`src/rtl/button_debouncer_if.sv`:
```
// Button conditioning bus: raw pins and sticky-clear in, clean levels,
// edge pulses and sticky press flags out.
interface button_debouncer_if #(
  parameter int N_BTN = 5
);
  logic [N_BTN-1:0] btn_raw;
  logic [N_BTN-1:0] clr_sticky;
  logic [N_BTN-1:0] btn_stable;
  logic [N_BTN-1:0] btn_rise;
  logic [N_BTN-1:0] btn_fall;
  logic [N_BTN-1:0] btn_sticky;

  // Board pins / CPU decode side: drives raw levels and clears, reads results.
  modport master (
    output btn_raw,
    output clr_sticky,
    input  btn_stable,
    input  btn_rise,
    input  btn_fall,
    input  btn_sticky
  );

  // Debouncer side.
  modport slave (
    input  btn_raw,
    input  clr_sticky,
    output btn_stable,
    output btn_rise,
    output btn_fall,
    output btn_sticky
  );
endinterface

```
`src/rtl/button_debouncer.sv`:
```
// Per-bit push-button debouncer: two-flop synchronizer, hold-time filter,
// registered rise/fall pulses and software-clearable sticky press flags.
module button_debouncer #(
  parameter int N_BTN           = 5,
  parameter int DEBOUNCE_CYCLES = 1000000,
  parameter int CNT_W           = 20
) (
  input  logic              clk,
  input  logic              rst,
  button_debouncer_if.slave bus
);

  // Last count value before a new level is accepted.
  localparam logic [CNT_W-1:0] CNT_MAX = CNT_W'(DEBOUNCE_CYCLES - 1);

  logic [N_BTN-1:0] sync1_q;
  logic [N_BTN-1:0] sync2_q;
  logic [N_BTN-1:0] stable_q, stable_d;
  logic [N_BTN-1:0] rise_q, rise_d;
  logic [N_BTN-1:0] fall_q, fall_d;
  logic [N_BTN-1:0] sticky_q, sticky_d;

  // Two-stage synchronizer for the asynchronous pins; only sync2_q is used downstream.
  always_ff @(posedge clk) begin
    if (rst) begin
      sync1_q <= '0;
      sync2_q <= '0;
    end else begin
      sync1_q <= bus.btn_raw;
      sync2_q <= sync1_q;
    end
  end

  // One independent hold-time filter per button.
  for (genvar gi = 0; gi < N_BTN; gi++) begin : g_bit
    logic [CNT_W-1:0] cnt_q, cnt_d;
    logic             stable_bit_d;

    // Count consecutive mismatching cycles; any agreement restarts from zero,
    // and reaching the limit accepts the new level and clears the count.
    always_comb begin
      cnt_d        = '0;
      stable_bit_d = stable_q[gi];
      if (sync2_q[gi] != stable_q[gi]) begin
        if (cnt_q == CNT_MAX) begin
          stable_bit_d = sync2_q[gi];
        end else begin
          cnt_d = cnt_q + CNT_W'(1);
        end
      end
    end

    // Counter register; reset discards any partial count.
    always_ff @(posedge clk) begin
      if (rst) begin
        cnt_q <= '0;
      end else begin
        cnt_q <= cnt_d;
      end
    end

    assign stable_d[gi] = stable_bit_d;
  end

  // Edge pulses line up with the cycle in which the new level first appears;
  // a coincident press beats a clear so no press is lost.
  always_comb begin
    rise_d   = stable_d & ~stable_q;
    fall_d   = ~stable_d & stable_q;
    sticky_d = rise_d | (sticky_q & ~bus.clr_sticky);
  end

  // Output registers.
  always_ff @(posedge clk) begin
    if (rst) begin
      stable_q <= '0;
      rise_q   <= '0;
      fall_q   <= '0;
      sticky_q <= '0;
    end else begin
      stable_q <= stable_d;
      rise_q   <= rise_d;
      fall_q   <= fall_d;
      sticky_q <= sticky_d;
    end
  end

  assign bus.btn_stable = stable_q;
  assign bus.btn_rise   = rise_q;
  assign bus.btn_fall   = fall_q;
  assign bus.btn_sticky = sticky_q;

endmodule

```
`src/flat_wrapper.sv`:
```
// flat-port wrapper written by rule: the top's interface ports become plain ports
module button_debouncer_flat 
#(
  parameter int N_BTN           = 5,
  parameter int DEBOUNCE_CYCLES = 1000000,
  parameter int CNT_W           = 20
)
  (clk, rst, bus_btn_raw, bus_clr_sticky, bus_btn_stable, bus_btn_rise, bus_btn_fall, bus_btn_sticky);
  button_debouncer_if #(.N_BTN(N_BTN)) bus_i ();
  input  logic clk;
  input  logic rst;
  input wire logic [$bits(bus_i.btn_raw)-1:0] bus_btn_raw;
  input wire logic [$bits(bus_i.clr_sticky)-1:0] bus_clr_sticky;
  output wire logic [$bits(bus_i.btn_stable)-1:0] bus_btn_stable;
  output wire logic [$bits(bus_i.btn_rise)-1:0] bus_btn_rise;
  output wire logic [$bits(bus_i.btn_fall)-1:0] bus_btn_fall;
  output wire logic [$bits(bus_i.btn_sticky)-1:0] bus_btn_sticky;
  assign bus_i.btn_raw = bus_btn_raw;
  assign bus_i.clr_sticky = bus_clr_sticky;
  assign bus_btn_stable = bus_i.btn_stable;
  assign bus_btn_rise = bus_i.btn_rise;
  assign bus_btn_fall = bus_i.btn_fall;
  assign bus_btn_sticky = bus_i.btn_sticky;
  button_debouncer #(.N_BTN(N_BTN), .DEBOUNCE_CYCLES(DEBOUNCE_CYCLES), .CNT_W(CNT_W)) u_core (.clk(clk), .rst(rst), .bus(bus_i));
endmodule
```
`config.mk`:
```
export PLATFORM = sky130hd
export DESIGN_NAME = button_debouncer_flat
export DESIGN_NICKNAME = d
export VERILOG_FILES = /design/src/rtl/button_debouncer_if.sv /design/src/rtl/button_debouncer.sv /design/src/flat_wrapper.sv
export SDC_FILE = /design/constraint.sdc
export NUM_CORES = 1
export LEC_CHECK = 0
export CELL_PAD_IN_SITES_DETAIL_PLACEMENT = 1
export CELL_PAD_IN_SITES_GLOBAL_PLACEMENT = 1
export CORE_AREA = 4 4 146 92
export CTS_BUF_LIST = sky130_fd_sc_hd__clkbuf_4
export DETAILED_ROUTE_END_ITERATION = 12
export DIE_AREA = 0 0 150 96
export PLACE_DENSITY_LB_ADDON = 0.1
export SLEW_MARGIN = 25
export SYNTH_ARGS = -nofsm -noshare
export SYNTH_HDL_FRONTEND = slang
export SYNTH_SLANG_ARGS = --single-unit
```
`constraint.sdc`:
```
create_clock -name clk -period 2.45 [get_ports clk]
set_input_delay 0.245 -clock clk [delete_from_list [all_inputs] [get_ports clk]]
set_output_delay 0.245 -clock clk [all_outputs]
set_load 0.02 [all_outputs]
```
==> results.txt <==
Outcome: finished, final reports clean
Final hold violations: 0
Vias in the first global route: 4,625
Gate power share: 1.7%
Setup-failing EPs final: 0
Clock power frac: 40.0%
Critical path class: reg -> reg
Core area: 11,900 um^2
Met1 Use GR: 25.6%
Register area: 2600 um^2
DRT Pass-1 Iters: 4
Post-synthesis net count: 640
Multi-input gate area: 2800 um^2
Clk root buf: clkbuf_4
Vias per std cell: 5.53
Routability cong.: 0.823
Clock slew at reported path FFs: 0.13 ns
Max Root-Sink Buffers: 2
Initial DRC Count: 215
Fraction of registers with async set/reset: 0%
Largest net degree at the start of global routing: 36
Actual slew at the worst max-slew pin: 0.518 ns
Max Cap Viol: 0
Post-CTS Setup Bufs: 0
DRC Markers: 0
FILL cells: 1,441
Worst Path Arrival: 2.59 ns
Cts hold-fix bufs: 0
Switching portion of total power: 22.1%
GR Util met2: 30.1%
Fmax: 454 MHz
Final period util: 89.8%
Vias: 4,637
Core Rows: 31
Initial antenna violation count: 0
Busiest grt layer: met2
First-pass GRT wire length: 22,200 um
Worst setup EP type: flip-flop
Worst VDD drop: 0.000313 V
Final Critical Period: 2.20 ns
HPWL Detailed: 9410 um
Port bufs: 31
Final Slew Violations: 0
Post-synth EDFFs: 0
Net count, final: 677
Layout cells sized above 1: 6.54%
CTS tree: yes
WP data required: 2.84 ns
Sw power: 806 uW
Ports: 32
H-tree depth reported by CTS: 4
DRT antenna net count: 0
Die Span Y: 96 um
Seq cells post-synth: 130
Syn Inst Count: 623
Mapped Avg Cell Area: 8.88 um^2
Leak: 0.00188 uW
Clock sinks: 130
Pwr dens: 580 nW/um^2
Wirelength per Cell: 15.5 um
Drt total wl: 13,000 um
GR Overflow Total: 0
Int Pwr: 2850 uW
Synth cell types: 39
Rel. slew slack: 65.3%
Clk Latency, worst-skew pair: 0.53 ns
Warnings, synthesis: 0
Setup TNS: 0 ns
Worst Skew: 0.0251 ns
Met3 global-route usage: 5.51%
Flop pwr share: 58.3%
Post_cts resized: 0
Syn-to-layout area delta: 13.9%
Initial Util: 46.3%
TritonCTS Buffers: 17
Unrepaired setup endpoints after global routing: no
Final WS setup: 0.249 ns
DIE AREA: 14,400 um^2
Main flop type after synthesis: dfxtp_1
Die width: 150 um
Register area share after synthesis: 47.0%
Dpl ws: 0.274 ns
Synth Cell Area: 5530 um^2
Critical path peak fanout: 19
HP Class: in -> reg
Diode count: 0
CP Launch Type: flip-flop
Total track usage: 19.0%
metal layers:
layer  wire, um  vias to the layer above
li1           -                     2325
met1       6630                     2254
met2       5890                       45
met3        372                       13
met4        121                        0
met5          0                        -
power groups by stage:
stage	combinational, uW	clock (uW)	sequential (uW)
after floorplan	32.1	0	2170
after global routing	67.8	1620	2130
after global placement	61.5	0	2180
after CTS	63.8	1510	2130
after detailed placement	63.6	0	2180
final	62.3	1460	2130
cells by family after synthesis:
group | after synthesis | synth area share [%]
buffers and inverters | 31 | 2.40
adders and majority gates | 5 | 1.13
xor gates and xnor gates | 55 | 8.71
AOI/OAI and AO/OA | 95 | 9.75
and+or+nand+nor | 307 | 31.0
DFF | 130 | 47.0
path summary, 6_finish.rpt:
check                                                          start  slack (ns)  cells past startpoint                                  end
worst min register to register          u_core.sync1_q[4]$_SDFF_PP0_        0.45                      1         u_core.sync2_q[4]$_SDFF_PP0_
worst max register to register  u_core.g_bit[2].cnt_q[12]$_SDFF_PP0_        0.25                      4  u_core.g_bit[2].cnt_q[6]$_SDFF_PP0_
worst min-delay path                                  bus_btn_raw[2]        0.27                      2         u_core.sync1_q[2]$_SDFF_PP0_
worst max-delay path            u_core.g_bit[2].cnt_q[12]$_SDFF_PP0_        0.25                      4  u_core.g_bit[2].cnt_q[6]$_SDFF_PP0_
stage by stage:
step | instance area [um^2] | power, uW | utilization [%] | hold slack (ns) | instances
global placement | 6020 | 2240 | 50.4 | 0.424 | 806
detailed placement | 6020 | 2240 | 50.4 | 0.436 | 806
floorplan | 5530 | 2210 | - | 0.373 | 623
global route | 6300 | 3820 | 52.7 | 0.211 | 838
finish | 6300 | 3650 | 52.7 | 0.269 | 838
CTS | 6300 | 3700 | 52.7 | 0.228 | 838
cells in the mapped netlist, drive strengths merged, types with 2 or more instances:
cell / number / area share [%]
nand2b: 13 / 1.5
or3: 29 / 3.3
inv: 12 / 0.81
xor2: 32 / 5.1
o21ai: 33 / 3.4
dfxtp: 130 / 47
or4: 16 / 2.4
nor4b: 6 / 0.95
buf: 3 / 0.50
nand3: 38 / 3.4
or2: 3 / 0.34
a21oi: 48 / 4.3
and4: 11 / 1.7
xnor2: 23 / 3.6
nor2: 67 / 4.5
and3: 14 / 1.6
ha: 5 / 1.1
clkbuf: 16 / 1.1
o31ai: 11 / 1.5
nor3: 15 / 1.4
and2: 10 / 1.1
nand2: 29 / 2.0
or4b: 2 / 0.36
nor4: 7 / 0.79
or3b: 2 / 0.32
nand4: 28 / 3.2
nor2b: 13 / 1.5
registers in the layout (all words and copies together) (netlist names):
name                   cells
u_core.bus.btn_sticky      5
u_core.sync1_q             5
u_core.bus.btn_fall        5
u_core.sync2_q             5
u_core.bus.btn_rise        5
u_core.g_bit.cnt_q       100
u_core.bus.btn_stable      5
worst max-delay path, cell delays in order (launching register included):
cell and delay (ns):
dfxtp_1 0.36, or4b_1 0.58, or4_4 0.57, o21ai_4 0.44, nor2_1 0.10
area by class of cell:
| class | instances | share of cell area (%) |
|---|---|---|
| repair buffers | 37 | 5.84 |
| inverters | 12 | 0.715 |
| well taps | 165 | 3.28 |
| clock inverters | 14 | 2.30 |
| clock buffers | 18 | 2.14 |
| multi-input cells | 462 | 44.4 |
| flip-flops and latches | 130 | 41.3 |
layout by cell type (no fill, tap or decap), drive strengths merged, types with 8 or more instances in the layout:
master / count
nand3: 38
or3: 29
nor3: 15
and4: 11
o31ai: 11
xnor2: 23
and3: 14
clkbuf: 18
nand2b: 13
xor2: 32
dfxtp: 130
a21oi: 48
nand2: 29
o21ai: 33
inv: 12
nor2: 67
nor2b: 13
or4: 16
clkdlybuf4s50: 31
clkinv: 8
and2: 10
nand4: 28
No activity file was read; power rests on OpenSTA's default activity.
